--- src/rtl/i2c_pkg.sv ---
// Shared types and constants for the I2C write arbiter: FSM states, word width,
// the CCD slave address and field offsets inside a {slave, sub, data16} word.
package i2c_pkg;

    localparam int unsigned I2C_WORD_W     = 32;
    localparam logic [7:0]  CCD_SLAVE_ADDR = 8'hBA;

    localparam int unsigned SLAVE_LSB = 24;
    localparam int unsigned SUB_LSB   = 16;
    localparam int unsigned DATA_LSB  = 0;

    typedef enum logic [2:0] {
        IDLE,
        ISSUE,
        WAIT_END,
        RETRY,
        DONE
    } i2c_state_e;

endpackage

--- src/rtl/i2c_tick_gen.sv ---
// I2C control-clock divider: each half-period lasts DIV+1 system clocks, and
// o_tick_fall flags the system cycle in which the control clock will fall.
module i2c_tick_gen #(
    parameter int unsigned DIV = 2500
) (
    input  logic i_clk,
    input  logic i_rst,
    output logic o_ctrl_clk,
    output logic o_tick_fall
);

    localparam int unsigned CW = (DIV < 2) ? 1 : $clog2(DIV + 1);

    logic [CW-1:0] r_div;
    logic          r_clk;
    logic          w_wrap;

    assign w_wrap = (r_div == CW'(DIV));

    always_ff @(posedge i_clk) begin
        if (i_rst) begin
            r_div <= '0;
            r_clk <= 1'b0;
        end else if (w_wrap) begin
            r_div <= '0;
            r_clk <= ~r_clk;
        end else begin
            r_div <= r_div + 1'b1;
        end
    end

    assign o_ctrl_clk  = r_clk;
    assign o_tick_fall = w_wrap & r_clk;

endmodule

--- src/rtl/i2c_write_arbiter.sv ---
// Round-robin arbiter sharing one i2c_controller between N_REQ register writers,
// with NACK retry and END timeout; the FSM only moves on control-clock falls.
module i2c_write_arbiter
    import i2c_pkg::*;
#(
    parameter int unsigned CLK_Freq      = 50000000,
    parameter int unsigned I2C_Freq      = 20000,
    parameter int unsigned N_REQ         = 4,
    parameter int unsigned MAX_RETRY     = 2,
    parameter int unsigned TIMEOUT_TICKS = 200
) (
    input  logic                        iCLK,
    input  logic                        iRST,
    input  logic [N_REQ-1:0]            iREQ,
    input  logic [I2C_WORD_W*N_REQ-1:0] iREQ_DATA,
    output logic [N_REQ-1:0]            oGRANT,
    output logic [N_REQ-1:0]            oDONE,
    output logic                        oERR,
    output logic                        oBUSY,
    output logic                        oI2C_CTRL_CLK,
    output logic                        oI2C_GO,
    output logic [I2C_WORD_W-1:0]       oI2C_DATA,
    input  logic                        iI2C_END,
    input  logic                        iI2C_ACK
);

    localparam int unsigned DIV = CLK_Freq / I2C_Freq;
    localparam int unsigned PW  = (N_REQ < 2) ? 1 : $clog2(N_REQ);
    localparam int unsigned RW  = (MAX_RETRY < 1) ? 1 : $clog2(MAX_RETRY + 1);
    localparam int unsigned TW  = (TIMEOUT_TICKS < 1) ? 1 : $clog2(TIMEOUT_TICKS + 1);

    i2c_state_e              r_state, w_state_n;
    logic [PW-1:0]           r_ptr, w_ptr_n;
    logic [PW-1:0]           r_owner, w_owner_n;
    logic [RW-1:0]           r_retry, w_retry_n;
    logic [TW-1:0]           r_tcnt, w_tcnt_n, w_tcnt_inc;
    logic                    r_err, w_err_n;
    logic [I2C_WORD_W-1:0]   r_data, w_data_n;
    logic                    r_go, w_go_n;
    logic [N_REQ-1:0]        r_grant, w_grant_n;
    logic [N_REQ-1:0]        r_done, w_done_n;
    logic                    r_oerr, w_oerr_n;
    logic                    r_busy, w_busy_n;

    logic                    w_tick;
    logic                    w_found;
    logic [PW-1:0]           w_win;
    logic [PW-1:0]           w_win_next;
    logic [I2C_WORD_W-1:0]   w_win_data;

    i2c_tick_gen #(.DIV(DIV)) u_tick (
        .i_clk      (iCLK),
        .i_rst      (iRST),
        .o_ctrl_clk (oI2C_CTRL_CLK),
        .o_tick_fall(w_tick)
    );

    // Search upward from the pointer with wrap; the first hit wins.
    always_comb begin
        w_found    = 1'b0;
        w_win      = '0;
        w_win_next = '0;
        w_win_data = '0;
        for (int unsigned k = 0; k < N_REQ; k++) begin
            int unsigned idx;
            idx = k + 32'(r_ptr);
            if (idx >= N_REQ) idx = idx - N_REQ;
            if (!w_found && iREQ[idx]) begin
                w_found    = 1'b1;
                w_win      = PW'(idx);
                w_win_next = PW'((idx + 1 == N_REQ) ? 0 : idx + 1);
                w_win_data = iREQ_DATA[idx*I2C_WORD_W +: I2C_WORD_W];
            end
        end
    end

    assign w_tcnt_inc = r_tcnt + 1'b1;

    always_comb begin
        w_state_n = r_state;
        w_ptr_n   = r_ptr;
        w_owner_n = r_owner;
        w_retry_n = r_retry;
        w_tcnt_n  = r_tcnt;
        w_err_n   = r_err;
        w_data_n  = r_data;
        w_go_n    = r_go;
        w_grant_n = '0;
        w_done_n  = '0;
        w_oerr_n  = 1'b0;
        w_busy_n  = r_busy;
        if (w_tick) begin
            unique case (r_state)
                IDLE: begin
                    if (w_found) begin
                        w_data_n         = w_win_data;
                        w_grant_n[w_win] = 1'b1;
                        w_busy_n         = 1'b1;
                        w_retry_n        = '0;
                        w_owner_n        = w_win;
                        w_ptr_n          = w_win_next;
                        w_state_n        = ISSUE;
                    end
                end
                ISSUE: begin
                    w_go_n    = 1'b1;
                    w_tcnt_n  = '0;
                    w_state_n = WAIT_END;
                end
                WAIT_END: begin
                    w_tcnt_n = w_tcnt_inc;
                    // Timeout wins even if END shows up on the same tick.
                    if (w_tcnt_inc == TW'(TIMEOUT_TICKS)) begin
                        w_go_n    = 1'b0;
                        w_err_n   = 1'b1;
                        w_state_n = DONE;
                    end else if (iI2C_END) begin
                        w_go_n = 1'b0;
                        if (!iI2C_ACK) begin
                            w_err_n   = 1'b0;
                            w_state_n = DONE;
                        end else if (r_retry < RW'(MAX_RETRY)) begin
                            w_retry_n = r_retry + 1'b1;
                            w_state_n = RETRY;
                        end else begin
                            w_err_n   = 1'b1;
                            w_state_n = DONE;
                        end
                    end
                end
                RETRY: begin
                    w_state_n = ISSUE;
                end
                DONE: begin
                    w_done_n[r_owner] = 1'b1;
                    w_oerr_n          = r_err;
                    w_busy_n          = 1'b0;
                    w_state_n         = IDLE;
                end
                default: begin
                    w_state_n = IDLE;
                end
            endcase
        end
    end

    always_ff @(posedge iCLK) begin
        if (iRST) begin
            r_state <= IDLE;
            r_ptr   <= '0;
            r_owner <= '0;
            r_retry <= '0;
            r_tcnt  <= '0;
            r_err   <= 1'b0;
            r_data  <= '0;
            r_go    <= 1'b0;
            r_grant <= '0;
            r_done  <= '0;
            r_oerr  <= 1'b0;
            r_busy  <= 1'b0;
        end else begin
            r_state <= w_state_n;
            r_ptr   <= w_ptr_n;
            r_owner <= w_owner_n;
            r_retry <= w_retry_n;
            r_tcnt  <= w_tcnt_n;
            r_err   <= w_err_n;
            r_data  <= w_data_n;
            r_go    <= w_go_n;
            r_grant <= w_grant_n;
            r_done  <= w_done_n;
            r_oerr  <= w_oerr_n;
            r_busy  <= w_busy_n;
        end
    end

    assign oGRANT    = r_grant;
    assign oDONE     = r_done;
    assign oERR      = r_oerr;
    assign oBUSY     = r_busy;
    assign oI2C_GO   = r_go;
    assign oI2C_DATA = r_data;

endmodule

--- config.mk ---
export PLATFORM = sky130hd
export DESIGN_NAME = i2c_write_arbiter
export DESIGN_NICKNAME = d
export VERILOG_FILES = /design/src/rtl/i2c_pkg.sv /design/src/rtl/i2c_tick_gen.sv /design/src/rtl/i2c_write_arbiter.sv
export SDC_FILE = /design/constraint.sdc
export NUM_CORES = 1
export LEC_CHECK = 0
export BUFFER_PORTS_ARGS = -buffer_cell sky130_fd_sc_hd__buf_4
export CAP_MARGIN = 20
export CELL_PAD_IN_SITES_DETAIL_PLACEMENT = 1
export CELL_PAD_IN_SITES_GLOBAL_PLACEMENT = 1
export CORE_UTILIZATION = 25
export DETAILED_ROUTE_END_ITERATION = 7
export PLACE_DENSITY_LB_ADDON = 0.1
export SLEW_MARGIN = 15
export SYNTH_ARGS = -nofsm -noshare
export SYNTH_HDL_FRONTEND = slang
export SYNTH_SLANG_ARGS = --single-unit
--- constraint.sdc ---
create_clock -name iCLK -period 5.65 [get_ports iCLK]
set_input_delay 1.695 -clock iCLK [delete_from_list [all_inputs] [get_ports iCLK]]
set_output_delay 1.695 -clock iCLK [all_outputs]
set_load 0.05 [all_outputs]
==> results.py <==
metrics = {
    "outcome": {
        "status": "finished, final reports clean",
    },
    "logic_synthesis": {
        "synth_seq_cells": 74,
        "synth_area_leader_cell": "dfxtp_1",
        "ys_types": 67,
        "yosysWarnings": 0,
        "synth.top_cell.area_share_pct": 19.2,
        "synth.area.top_cells": "dfxtp_1 19%, mux4_2 18%, nand2_1 6.9%",
        "syn_area_um2": 7710,
        "synth-async-reset-ratio_pct": 0,
        "syn_nets": 1038,
        "seq_area_frac_synth_pct": 19.2,
        "synth-main-ff-cell": "dfxtp_1",
        "synth-edff-count": 0,
        "netlist_instances": 891,
        "syn_avg_cell_area_um2": 8.65,
    },
    "run": {
        "cap_viol_max_count": 0,
    },
    "sta": {
        "fmax_mhz": 232,
        "fin_crit_ps": 4320,
        "final_max_slew_viol_count": 0,
        "final_hold_viol_count": 0,
        "setup_tns_ps": 0,
        "fin_crit_sh_pct": 76.4,
        "relSlewSlack_pct": 25.2,
        "setup_viol": 0,
        "grt_setup_unrepaired": "false",
        "skew_ps": 6.99,
        "worst_slew_pin_slew_ps": 1120,
        "worst_hold_slack_ps": 449,
    },
    "final_layout": {
        "instances_no_fill": 1392,
        "layout-drive-gt1-share_pct": 33.5,
        "antennaDiodeCount": 0,
        "area_growth_pct": 23.9,
        "design_area_um2": 9550,
        "layout_common_cells": "190 x buf_4, 142 x nand2_1, 72 x dfxtp_1",
        "final_util_pct": 31.9,
        "final_common_cell": "buf_4",
        "fin_nets": 1145,
    },
    "floorplan": {
        "die_h_um": 178,
        "initial_core_util_pct": 25.7,
        "rows": 63,
        "die_w_um": 178,
        "core-area_um2": 30000,
        "dieArea_um2": 31500,
        "io_pins": 180,
    },
    "global_route": {
        "grt_pass1_wl_um": 44500,
        "grt_overflow": 0,
        "antenna_found_initial": 0,
        "grt_max_degree": 80,
        "track_usage_pct": 18.2,
        "first_global_vias": 7624,
    },
    "setup_path": {
        "crit_fanout": 55,
        "cp.arrival_ps": 4560,
        "end_kind": "flop",
        "cp_data_required_time_ps": 5890,
        "worstSetupStartpoint": "r_ptr[0]",
        "cp-start-kind": "flop",
        "r2r-start": "r_ptr[0]",
        "crit_type": "reg -> reg",
    },
    "detailed_routing": {
        "ant_nets": 0,
        "avgRoutedWirePerCell_um": 20.5,
        "vias": 7530,
        "wl_um": 28500,
        "drc": 0,
        "viasPerCell": 5.41,
        "drtPass1Iterations": 5,
        "drt-initial-drc-count": 426,
    },
    "clock_tree": {
        "cts_tree": "built",
        "cts-root-buf": "clkbuf_16",
        "clk_pin_slew_worst_paths_ps": 60,
        "cts_made_buffers": 9,
        "clk_latency_ps": 350,
        "cts_resized": 0,
        "clockBufferDepth": 2,
        "cts_max_level": 3,
        "post_cts_buffers": 0,
        "hold_buffers": 0,
        "cts.sinks": 74,
    },
    "placed_design": {
        "portBuffers": 179,
        "place_hpwl_um": 19400,
        "gp_congestion": 0.723,
        "placed_area_um2": 9210,
        "dp.cells": 1377,
    },
    "power_and_ir_drop": {
        "ir_drop_v": 0.000121,
        "powerDensity_nw_per_um2": 160,
        "p_leak_nw": 3.41,
    },
    "worst_hold_path": {
        "hold_path_class": "reg -> reg",
        "hp-start": "oI2C_DATA[1]",
    },
}
where the power goes:
part | leakage, nW | internal, W | switching, W
logic | 2.65 | 0.000154 | 0.000161
registers | 0.598 | 0.000523 | 0.00000199
clock network | 0.162 | 0.000432 | 0.000261
total | 3.41 | 0.00111 | 0.000424
stage by stage:
| stage | total power [W] | setup slack [ps] |
|---|---|---|
| floorplan | 0.000704 | 2060 |
| global placement | 0.000852 | 1290 |
| detailed placement | 0.000854 | 1260 |
| CTS | 0.00156 | 1260 |
| global route | 0.00160 | 978 |
| finish | 0.00153 | 1330 |
path summary, 6_finish.rpt:
check,end,slack [ps],cells past startpoint
max reg2reg,oI2C_DATA[25],1330,8
max,oI2C_DATA[25],1330,8
min,oI2C_DATA[1],450,2
min reg2reg,oI2C_DATA[1],450,2
critical path, stage by stage, from the launching register on:
cell and delay (ps):
dfxtp_4 870, inv_1 330, ha_4 420, buf_4 590, mux4_2 380, nor4_2 60
nor4_2 830, nor2_4 380, a32o_1 320
cell families (layout without fill, tap and decap cells):
group / Yosys count / count (layout) / synth area share (%)
adder cells (fa/ha/maj): 11 / 11 / 1.79
multiplexers: 145 / 145 / 29.5
AND/OR/NAND/NOR: 317 / 317 / 19.7
AO/OA/AOI/OAI: 227 / 227 / 22.0
XOR/XNOR: 13 / 13 / 1.48
buffers and inverters: 104 / 215 / 6.28
flip-flops: 74 / 74 / 19.2
state kept, by name (all words and copies together), names as in the netlist, 2 cells and up:
register,cells
r_ptr,2
r_tcnt,8
oGRANT,4
r_retry,2
r_state,3
oI2C_DATA,32
u_tick.r_div,12
r_owner,2
oDONE,4
layout make-up:
type / count / area (µm²)
sequential: 74 / 1490
inverter: 10 / 37.5
fill: 3547 / 20400
tap: 390 / 488
timing repair buffer: 190 / 1430
multi-input combinational: 713 / 5780
clock inverter: 6 / 115
clock buffer: 9 / 225
metal layers:
metal  up-vias  share of wire [%]  GRT usage [%]
li1       3633                  -              -
met1      3754                 48           24.8
met2       133                 48           30.6
met3        10                3.4           2.66
met4         0               0.60           2.88
met5         -                  0              0
Yosys cell counts, drive strengths merged (7+ instances only):
cell type    n
nand2      142
dfxtp       74
o21ai       73
mux4        63
mux2i       52
buf         50
nor2        49
clkbuf      44
nand3       40
mux2        30
a32o        29
and3        28
a21oi       27
a221oi      24
a31oi       23
ha          11
inv          9
nor3         8
a32oi        7
nand2b       7
o22ai        7
xor2         7
Note: power is estimated with default switching activity, not from simulation.
